**config.mk**
```make
export PLATFORM = sky130hd
export DESIGN_NAME = serial_sub_16b
export DESIGN_NICKNAME = d
export VERILOG_FILES = /design/src/rtl/serial_sub_pkg.sv /design/src/rtl/sub_slice_4b.sv /design/src/rtl/serial_sub_16b.sv
export SDC_FILE = /design/constraint.sdc
export NUM_CORES = 1
export LEC_CHECK = 0
export ABC_AREA = 1
export CELL_PAD_IN_SITES_DETAIL_PLACEMENT = 0
export CELL_PAD_IN_SITES_GLOBAL_PLACEMENT = 1
export CORE_ASPECT_RATIO = 1.25
export CORE_MARGIN = 2
export CORE_UTILIZATION = 37
export DETAILED_ROUTE_END_ITERATION = 10
export GPL_TIMING_DRIVEN = 0
export PLACE_DENSITY_LB_ADDON = 0.1
export SLEW_MARGIN = 5
export SYNTH_ARGS = -nofsm -noshare
export SYNTH_HDL_FRONTEND = slang
export SYNTH_SLANG_ARGS = --single-unit
```
**constraint.sdc**
```tcl
create_clock -name clk -period 4.2 [get_ports clk]
set_clock_uncertainty 0.2 [all_clocks]
set_input_delay 1.05 -clock clk [delete_from_list [all_inputs] [get_ports clk]]
set_output_delay 1.05 -clock clk [all_outputs]
set_load 0.02 [all_outputs]
```
**src/rtl/serial_sub_pkg.sv**
```systemverilog
// Shared types and constants for the nibble-serial subtractor.
package serial_sub_pkg;

    localparam int NIB_W = 4;

    typedef enum logic [1:0] {
        IDLE = 2'd0,
        RUN  = 2'd1,
        DONE = 2'd2
    } state_t;

endpackage

```
**src/rtl/sub_slice_4b.sv**
```systemverilog
// Combinational 4-bit subtractor slice: d = x - y - bi, bo = borrow out of bit 3.
module sub_slice_4b
    import serial_sub_pkg::*;
(
    input  logic [3:0] x,
    input  logic [3:0] y,
    input  logic       bi,
    output logic [3:0] d,
    output logic       bo
);

    logic [NIB_W:0] brw_chain;

    assign brw_chain[0] = bi;

    // Full-subtractor cell per bit; borrow when x < y + borrow_in.
    for (genvar i = 0; i < NIB_W; i++) begin : g_fs
        assign d[i]           = x[i] ^ y[i] ^ brw_chain[i];
        assign brw_chain[i+1] = (~x[i] & y[i]) | (~(x[i] ^ y[i]) & brw_chain[i]);
    end

    assign bo = brw_chain[NIB_W];

endmodule

```
**src/rtl/serial_sub_16b.sv**
```systemverilog
// Nibble-serial subtractor, one nibble per cycle, valid/ready on both sides.
// Define SERIAL_SUB_SAT_EN to clamp diff to zero in DONE when the result borrows.
module serial_sub_16b
    import serial_sub_pkg::*;
#(
    parameter int NIB = 4
) (
    input  logic                   clk,
    input  logic                   rst_n,
    input  logic                   in_valid,
    output logic                   in_ready,
    input  logic [NIB_W*NIB-1:0]   a,
    input  logic [NIB_W*NIB-1:0]   b,
    input  logic                   bin,
    output logic                   out_valid,
    input  logic                   out_ready,
    output logic [NIB_W*NIB-1:0]   diff,
    output logic                   bout,
    output logic                   busy
);

    localparam int W     = NIB_W * NIB;
    localparam int CNT_W = (NIB > 1) ? $clog2(NIB) : 1;
    localparam logic [CNT_W-1:0] CNT_LAST = CNT_W'(NIB - 1);

    state_t             state_q, state_d;
    logic [CNT_W-1:0]   cnt_q, cnt_d;
    logic               brw_q, brw_d;
    logic [W-1:0]       a_q, a_d;
    logic [W-1:0]       b_q, b_d;
    logic [W-1:0]       diff_q, diff_d;
    logic               bout_q, bout_d;

    logic [NIB_W-1:0]   slice_x, slice_y, slice_d;
    logic               slice_bo;
    int                 nib_lsb;

    assign nib_lsb = int'(cnt_q) * NIB_W;
    assign slice_x = a_q[nib_lsb +: NIB_W];
    assign slice_y = b_q[nib_lsb +: NIB_W];

    sub_slice_4b u_slice (
        .x  (slice_x),
        .y  (slice_y),
        .bi (brw_q),
        .d  (slice_d),
        .bo (slice_bo)
    );

    always_comb begin
        state_d = state_q;
        cnt_d   = cnt_q;
        brw_d   = brw_q;
        a_d     = a_q;
        b_d     = b_q;
        diff_d  = diff_q;
        bout_d  = bout_q;
        case (state_q)
            IDLE: begin
                if (in_valid) begin
                    a_d     = a;
                    b_d     = b;
                    brw_d   = bin;
                    cnt_d   = '0;
                    diff_d  = '0;
                    bout_d  = 1'b0;
                    state_d = RUN;
                end
            end
            RUN: begin
                diff_d[nib_lsb +: NIB_W] = slice_d;
                brw_d = slice_bo;
                if (cnt_q == CNT_LAST) begin
                    cnt_d   = '0;
                    bout_d  = slice_bo;
                    state_d = DONE;
                end else begin
                    cnt_d = cnt_q + CNT_W'(1);
                end
            end
            DONE: begin
                // Return to IDLE only; a new accept needs one more cycle.
                if (out_ready) begin
                    state_d = IDLE;
                end
            end
            default: state_d = IDLE;
        endcase
    end

    always_ff @(posedge clk or negedge rst_n) begin
        if (!rst_n) begin
            state_q <= IDLE;
            cnt_q   <= '0;
            brw_q   <= 1'b0;
            a_q     <= '0;
            b_q     <= '0;
            diff_q  <= '0;
            bout_q  <= 1'b0;
        end else begin
            state_q <= state_d;
            cnt_q   <= cnt_d;
            brw_q   <= brw_d;
            a_q     <= a_d;
            b_q     <= b_d;
            diff_q  <= diff_d;
            bout_q  <= bout_d;
        end
    end

    assign in_ready  = (state_q == IDLE);
    assign busy      = (state_q == RUN);
    assign out_valid = (state_q == DONE);
    assign bout      = bout_q;

`ifdef SERIAL_SUB_SAT_EN
    assign diff = ((state_q == DONE) && bout_q) ? '0 : diff_q;
`else
    assign diff = diff_q;
`endif

endmodule

```
# Word-level counts from Yosys, hierarchy flattened
# Index checks and enable logic that the tools add are counted.
[classes]
bitwise = 28
multipliers = 0
n_div = 0
muxes = 15
n_eq_ne = 6
shift = 4
n_addsub = 2
n_reduce_logical = 6
order_cmp = 0
[op_table]
columns = ["op", "count"]
rows = [
  ["$neg A4 Y33", 1],
  ["$shift A4 B33 Y16 const A", 1],
  ["$shiftx A4 B33 Y16", 1],
  ["$pmux W16 S2", 1],
  ["$shiftx A16 B5 Y4", 2],
  ["$bwmux W16", 1],
  ["$mux W16", 1],
  ["$mux W2", 5],
  ["$and A1 B1 Y1", 8],
  ["$not A1 Y1", 8],
  ["$xor A1 B1 Y1", 8],
  ["$pmux W2 S3", 1],
  ["$reduce_and A3 Y1", 2],
  ["$eq A2 B2 Y1 const B", 2],
  ["$ne A2 B1 Y1 const B", 2],
  ["$or A1 B1 Y1", 4],
  ["$pmux W1 S2", 2],
  ["$pmux W2 S2", 1],
  ["$reduce_and A2 Y1", 2],
  ["$mux W1", 3],
  ["$add A2 B1 Y2 const B", 1],
  ["$eq A2 B1 Y1 const B", 1],
  ["$logic_not A2 Y1", 1],
  ["$ne A2 B2 Y1 const B", 1],
  ["$reduce_bool A2 Y1", 1],
]
[totals]
ramBits = 0
register_bits = 54
in_bits = 37
mem_bits_ro = 0
latchBits = 0
out_inout_bits = 20
wordCells = 68
mem_count = 0

# Depth between registers and ports, before layout
[logic_depth]
depth_word = 13
mapped_depth = 17
mapped_depth_nobuf = 15

# Cells and area by module
# A second synthesis with hierarchy kept.
[hier_totals]
cells_unflattened = 348
area_unflattened_um2 = 2824.0
[by_module_without_submodules]
columns = ["module", "cells_each", "area_per_inst_um2", "n_inst"]
rows = [
  ["serial_sub_16b", 334, 2706.3, 1],
  ["sub_slice_4b", 14, 117.6, 1],
]

# Worst setup path after synthesis
# No wires, ideal clock.
[synth_path]
path_kind = "flip-flop to flip-flop"
start = "register cnt_q[0]"
end = "register diff_q[7] (netlist: diff[7])"
stages_incl_launch_ff = 17
t_required_ps = 3935
arrival_time_ps = 2704
setup_slack_ps = 1231
period_less_slack_ps = 2969
path_cell_list = "dfrtp_1 -> buf_2 -> inv_2 -> buf_2 -> o211ai_1 -> nand2_1 -> fa_1 -> inv_1 -> fa_1 -> fa_1 -> inv_1 -> fa_1 -> inv_1 -> nand2_1 -> nor2_1 -> nand2_1 -> nand2_1"
[synth_via]
elab_chain_cells = 13
[synth_lines]
columns = ["item", "line_no", "text"]
rows = [
  ["start: declaration", "serial_sub_16b.sv:27", "logic [CNT_W-1:0] cnt_q, cnt_d;"],
  ["start signal: assignment", "serial_sub_16b.sv:102", "cnt_q <= cnt_d;"],
  ["$shiftx A16 B5 Y4 (on tied branches)", "serial_sub_16b.sv:39, serial_sub_16b.sv:40", ""],
  ["$xor A1 B1 Y1", "sub_slice_4b.sv:18, sub_slice_4b.sv:19", ""],
  ["$not A1 Y1", "sub_slice_4b.sv:19", "assign brw_chain[i+1] = (~x[i] & y[i]) | (~(x[i] ^ y[i]) & brw_chain[i]);"],
  ["$and A1 B1 Y1", "sub_slice_4b.sv:19", ""],
  ["$or A1 B1 Y1", "sub_slice_4b.sv:19", ""],
  ["$and A1 B1 Y1", "sub_slice_4b.sv:19", ""],
  ["$or A1 B1 Y1", "sub_slice_4b.sv:19", ""],
  ["$and A1 B1 Y1", "sub_slice_4b.sv:19", ""],
  ["$or A1 B1 Y1", "sub_slice_4b.sv:19", ""],
  ["$xor A1 B1 Y1", "sub_slice_4b.sv:18", "assign d[i] = x[i] ^ y[i] ^ brw_chain[i];"],
  ["$shiftx A4 B33 Y16", "serial_sub_16b.sv:71", "diff_d[nib_lsb +: NIB_W] = slice_d;"],
  ["$bwmux W16 (*)", "serial_sub_16b.sv:71", ""],
  ["$pmux W16 S2 (*)", "serial_sub_16b.sv:58", "case (state_q)"],
  ["end signal: assignment", "serial_sub_16b.sv:106", "diff_q <= diff_d;"],
  ["end: declaration", "serial_sub_16b.sv:31", "logic [W-1:0] diff_q, diff_d;"],
]
# Mark *: on every way between the ends. The rest lies on a longest branch, timed or not.
# A chain may end at the register's enable or synchronous reset.

# Final worst setup path
[layout_path]
start = "register cnt_q[1]"
end = "register diff_q[7] (netlist: diff[7])"
# The elaborated chain is that of the path after synthesis.

==> impl_metrics.toml <==
[flow_run]
maxCapViolCount = 0

[yosys]
synthesis.nets = 380
yosysWarnings = 0
yosys.area.top_type = "dfrtp_1"
synth_cell_types = 21
synth.area.top_cells = "dfrtp_1, nand2_1, nand3_1, fa_1, inv_1"
synth_edf_count = 0
synthAdderAreaFrac_pct = 4.83
avgSynthCellArea_um2 = 8.03
synth_mux_area_share_pct = 0
async_reset_ff_share_pct = 100
synth_xor_area_share_pct = 0
synth_common_cells = "nand2_1, nand3_1, dfrtp_1"
synth_ff_type = "dfrtp_1"
yosysSeqAreaShare_pct = 50.2
syn_inst = 335
ys_seq_elements = 54
synth_top_area_share_pct = 50.2
synth-simple-area-share_pct = 36.4
synth_compound_area_share_pct = 2.23
synth_area_mm2 = 0.00269
synth_top_family_by_area = "simple AND/OR/NAND/NOR gates"
yosysMostFrequentCell = "nand2_1"

[cts]
post_cts_buffers = 0
cts_tree = "done"
cts_max_level = 2
cts.sinks = 54
ctsHoldBuffers = 0
clk_latency_ns = 0.31
cts_buffers = 5
cts-root-buf = "clkbuf_8"
clk_pin_slew_ns = 0.09
ctsResizeCount = 0
cts_buffer_depth = 2

[routing]
drt-vias-per-instance = 4.81
vias = 2350
drc_errors = 0
drt_iter0_drc = 69
wl_per_cell_um = 13.7
routed_wl_mm = 6.70
drt_pass1_iterations = 4
ant_nets = 0

[sta]
hold_viol_final = 0
setup_viol = 0
finalCritPeriodShare_pct = 81.4
slew_headroom_pct = 56.8
worst_slack_ns = 0.779
hold_slack_ns = 0.278
max_freq_mhz = 292
grt_setup_unrepaired = "false"
period_needed_ns = 3.42
worstMarginPinSlew_ns = 0.648
final.setup.tns_ns = 0
drv_slew = 0

[critical_path]
cp-end-kind = "flip-flop"
crit_type = "reg2reg"
cp_num_buf_inv = 5
startpoint_type = "flip-flop"
slowest_delay_ns = 0.52
cp_max_fo = 11
cp.arrival_ns = 3.47
cp_cell_sequence = "inv_1, buf_2, nand3_1, nand2_1, fa_1, inv_1, fa_1, fa_1, inv_1, fa_1, inv_1, nand2_1, nor2_1, nand2_1, nand2_1"
worstPathRequired_ns = 4.25
ff2ff_setup_slack_ns = 0.78
cp_slowest_cell = "dfrtp_1"
critPathTopFamily = "adder cells"
reg2reg_to = "diff[7]$_DFFE_PN0P_"
r2r-start = "cnt_q[1]$_DFFE_PN0P_"
reg2reg_depth = 15

[grt]
grt_pass1_vias = 2371
grt_antenna_before_repair = 0
grt_pass1_wl_mm = 11.2
grt_max_degree = 29
grt-ovfl-total = 0
grtUsageTotal_pct = 18.2

[die]
dieArea_mm2 = 0.00798
start_util_pct = 38.3
fp-row-count = 34
fp.dieH_um = 99.4
fp.dieW_um = 80.3
ios = 57
core_area_mm2 = 0.00702

[layout]
post-route-util_pct = 49.6
nNetsFinal = 443
syn2layout_area_growth_pct = 29.3
drive_gt1_share_pct = 8.27
final_area_mm2 = 0.00348
stdcell_count = 489
diodes = 0

[min_path]
min_to = "b_q[10]$_DFFE_PN0P_"
min_path_type = "reg2reg"
whs_path_depth = 2
holdCritStartpoint = "b_q[10]$_DFFE_PN0P_"

[place]
post_dp_cell_area_mm2 = 0.00337
pre_cts_slack_ns = 0.796
place.port_buffers = 55
hpwlAfterDp_mm = 5.12
place_inst = 481
routabilityCongestion = 0.806

[power_and_ir_drop]
p_comb_share_pct = 55.0
total_power_mw = 2.71
p_seq_share_pct = 32.6
power_density_mw_per_mm2 = 780
clockPowerShare_pct = 12.4
swShare_pct = 45.6
peakVddDrop_mv = 0.269
p_int_mw = 1.48
p_leak_nw = 1.78
switchingPower_mw = 1.24

[outcome]
outcome = "finished clean"
[area by class of cell]
| class | count | area (µm²) |
|---|---|---|
| fill | 737 | 3540 |
| sequential | 54 | 1350 |
| multi-input combinational | 243 | 1170 |
| timing repair buffer | 56 | 566 |
| tap | 90 | 113 |
| clock buffer | 8 | 110 |
| buffer | 19 | 98.8 |
| inverter | 19 | 71.3 |
[layer usage]
| layer | part of all wire, % | global-route usage [%] |
|---|---|---|
| met3 | 3.5 | 3.90 |
| met4 | 1.4 | 4.43 |
| met2 | 52 | 31.7 |
| met1 | 43 | 22.8 |
| met5 | 0 | 0 |
[power by group through the flow]
stage | Sequential (mW) | Clock, mW | Combinational [mW]
3_5_place_dp | 0.898 | 0 | 1.51
6_report | 0.885 | 0.337 | 1.49
4_1_cts | 0.889 | 0.344 | 1.51
5_1_grt | 0.915 | 0.369 | 1.69
3_3_place_gp | 0.893 | 0 | 1.49
2_1_floorplan | 0.921 | 0 | 0.956
[placed cells by master (no fill, tap or decap), drive strengths merged]
cell type / count
nand2: 136
nand3: 64
dfrtp: 54
clkdlybuf4s50: 54
nor2: 20
inv: 19
buf: 17
clkbuf: 12
o21ai: 6
o211ai: 4
nand4: 4
fa: 4
ha: 4
nor3: 1
[logic make-up (layout without fill, tap and decap cells)]
family	Yosys count	after routing
AO/OA/AOI/OAI	10	10
buffers and inverters	38	102
adder cells (fa/ha/maj)	8	8
flip-flops	54	54
AND/OR/NAND/NOR	225	225
[worst max-delay path by stage]
stage | from | to | slack [ns] | depth (start not counted)
2_1_floorplan | cnt_q[0]$_DFFE_PN0P_ | diff[7]$_DFFE_PN0P_ | 1.23 | 16
3_3_place_gp | rst_n | b_q[5]$_DFFE_PN0P_ | 0.14 | 1
3_5_place_dp | cnt_q[1]$_DFFE_PN0P_ | diff[7]$_DFFE_PN0P_ | 0.80 | 15
4_1_cts | cnt_q[1]$_DFFE_PN0P_ | diff[7]$_DFFE_PN0P_ | 0.78 | 15
5_1_grt | cnt_q[0]$_DFFE_PN0P_ | diff[15]$_DFFE_PN0P_ | 0.55 | 17
6_report | cnt_q[1]$_DFFE_PN0P_ | diff[7]$_DFFE_PN0P_ | 0.78 | 15
[registers in the layout, indices dropped and copies added, names as in the netlist]
register / cells
a_q: 16
b_q: 16
bout: 1
brw_q: 1
cnt_q: 2
diff: 16
state_q: 2
[worst register-to-register path, stage by stage (launching register included)]
cell and delay [ns]:
dfrtp_1 0.52, inv_1 0.18, buf_2 0.28, nand3_1 0.11, nand2_1 0.13, fa_1 0.18
inv_1 0.05, fa_1 0.37, fa_1 0.37, inv_1 0.08, fa_1 0.42, inv_1 0.10
nand2_1 0.08, nor2_1 0.15, nand2_1 0.08, nand2_1 0.06
Note: power is estimated with default switching activity, not from simulation.
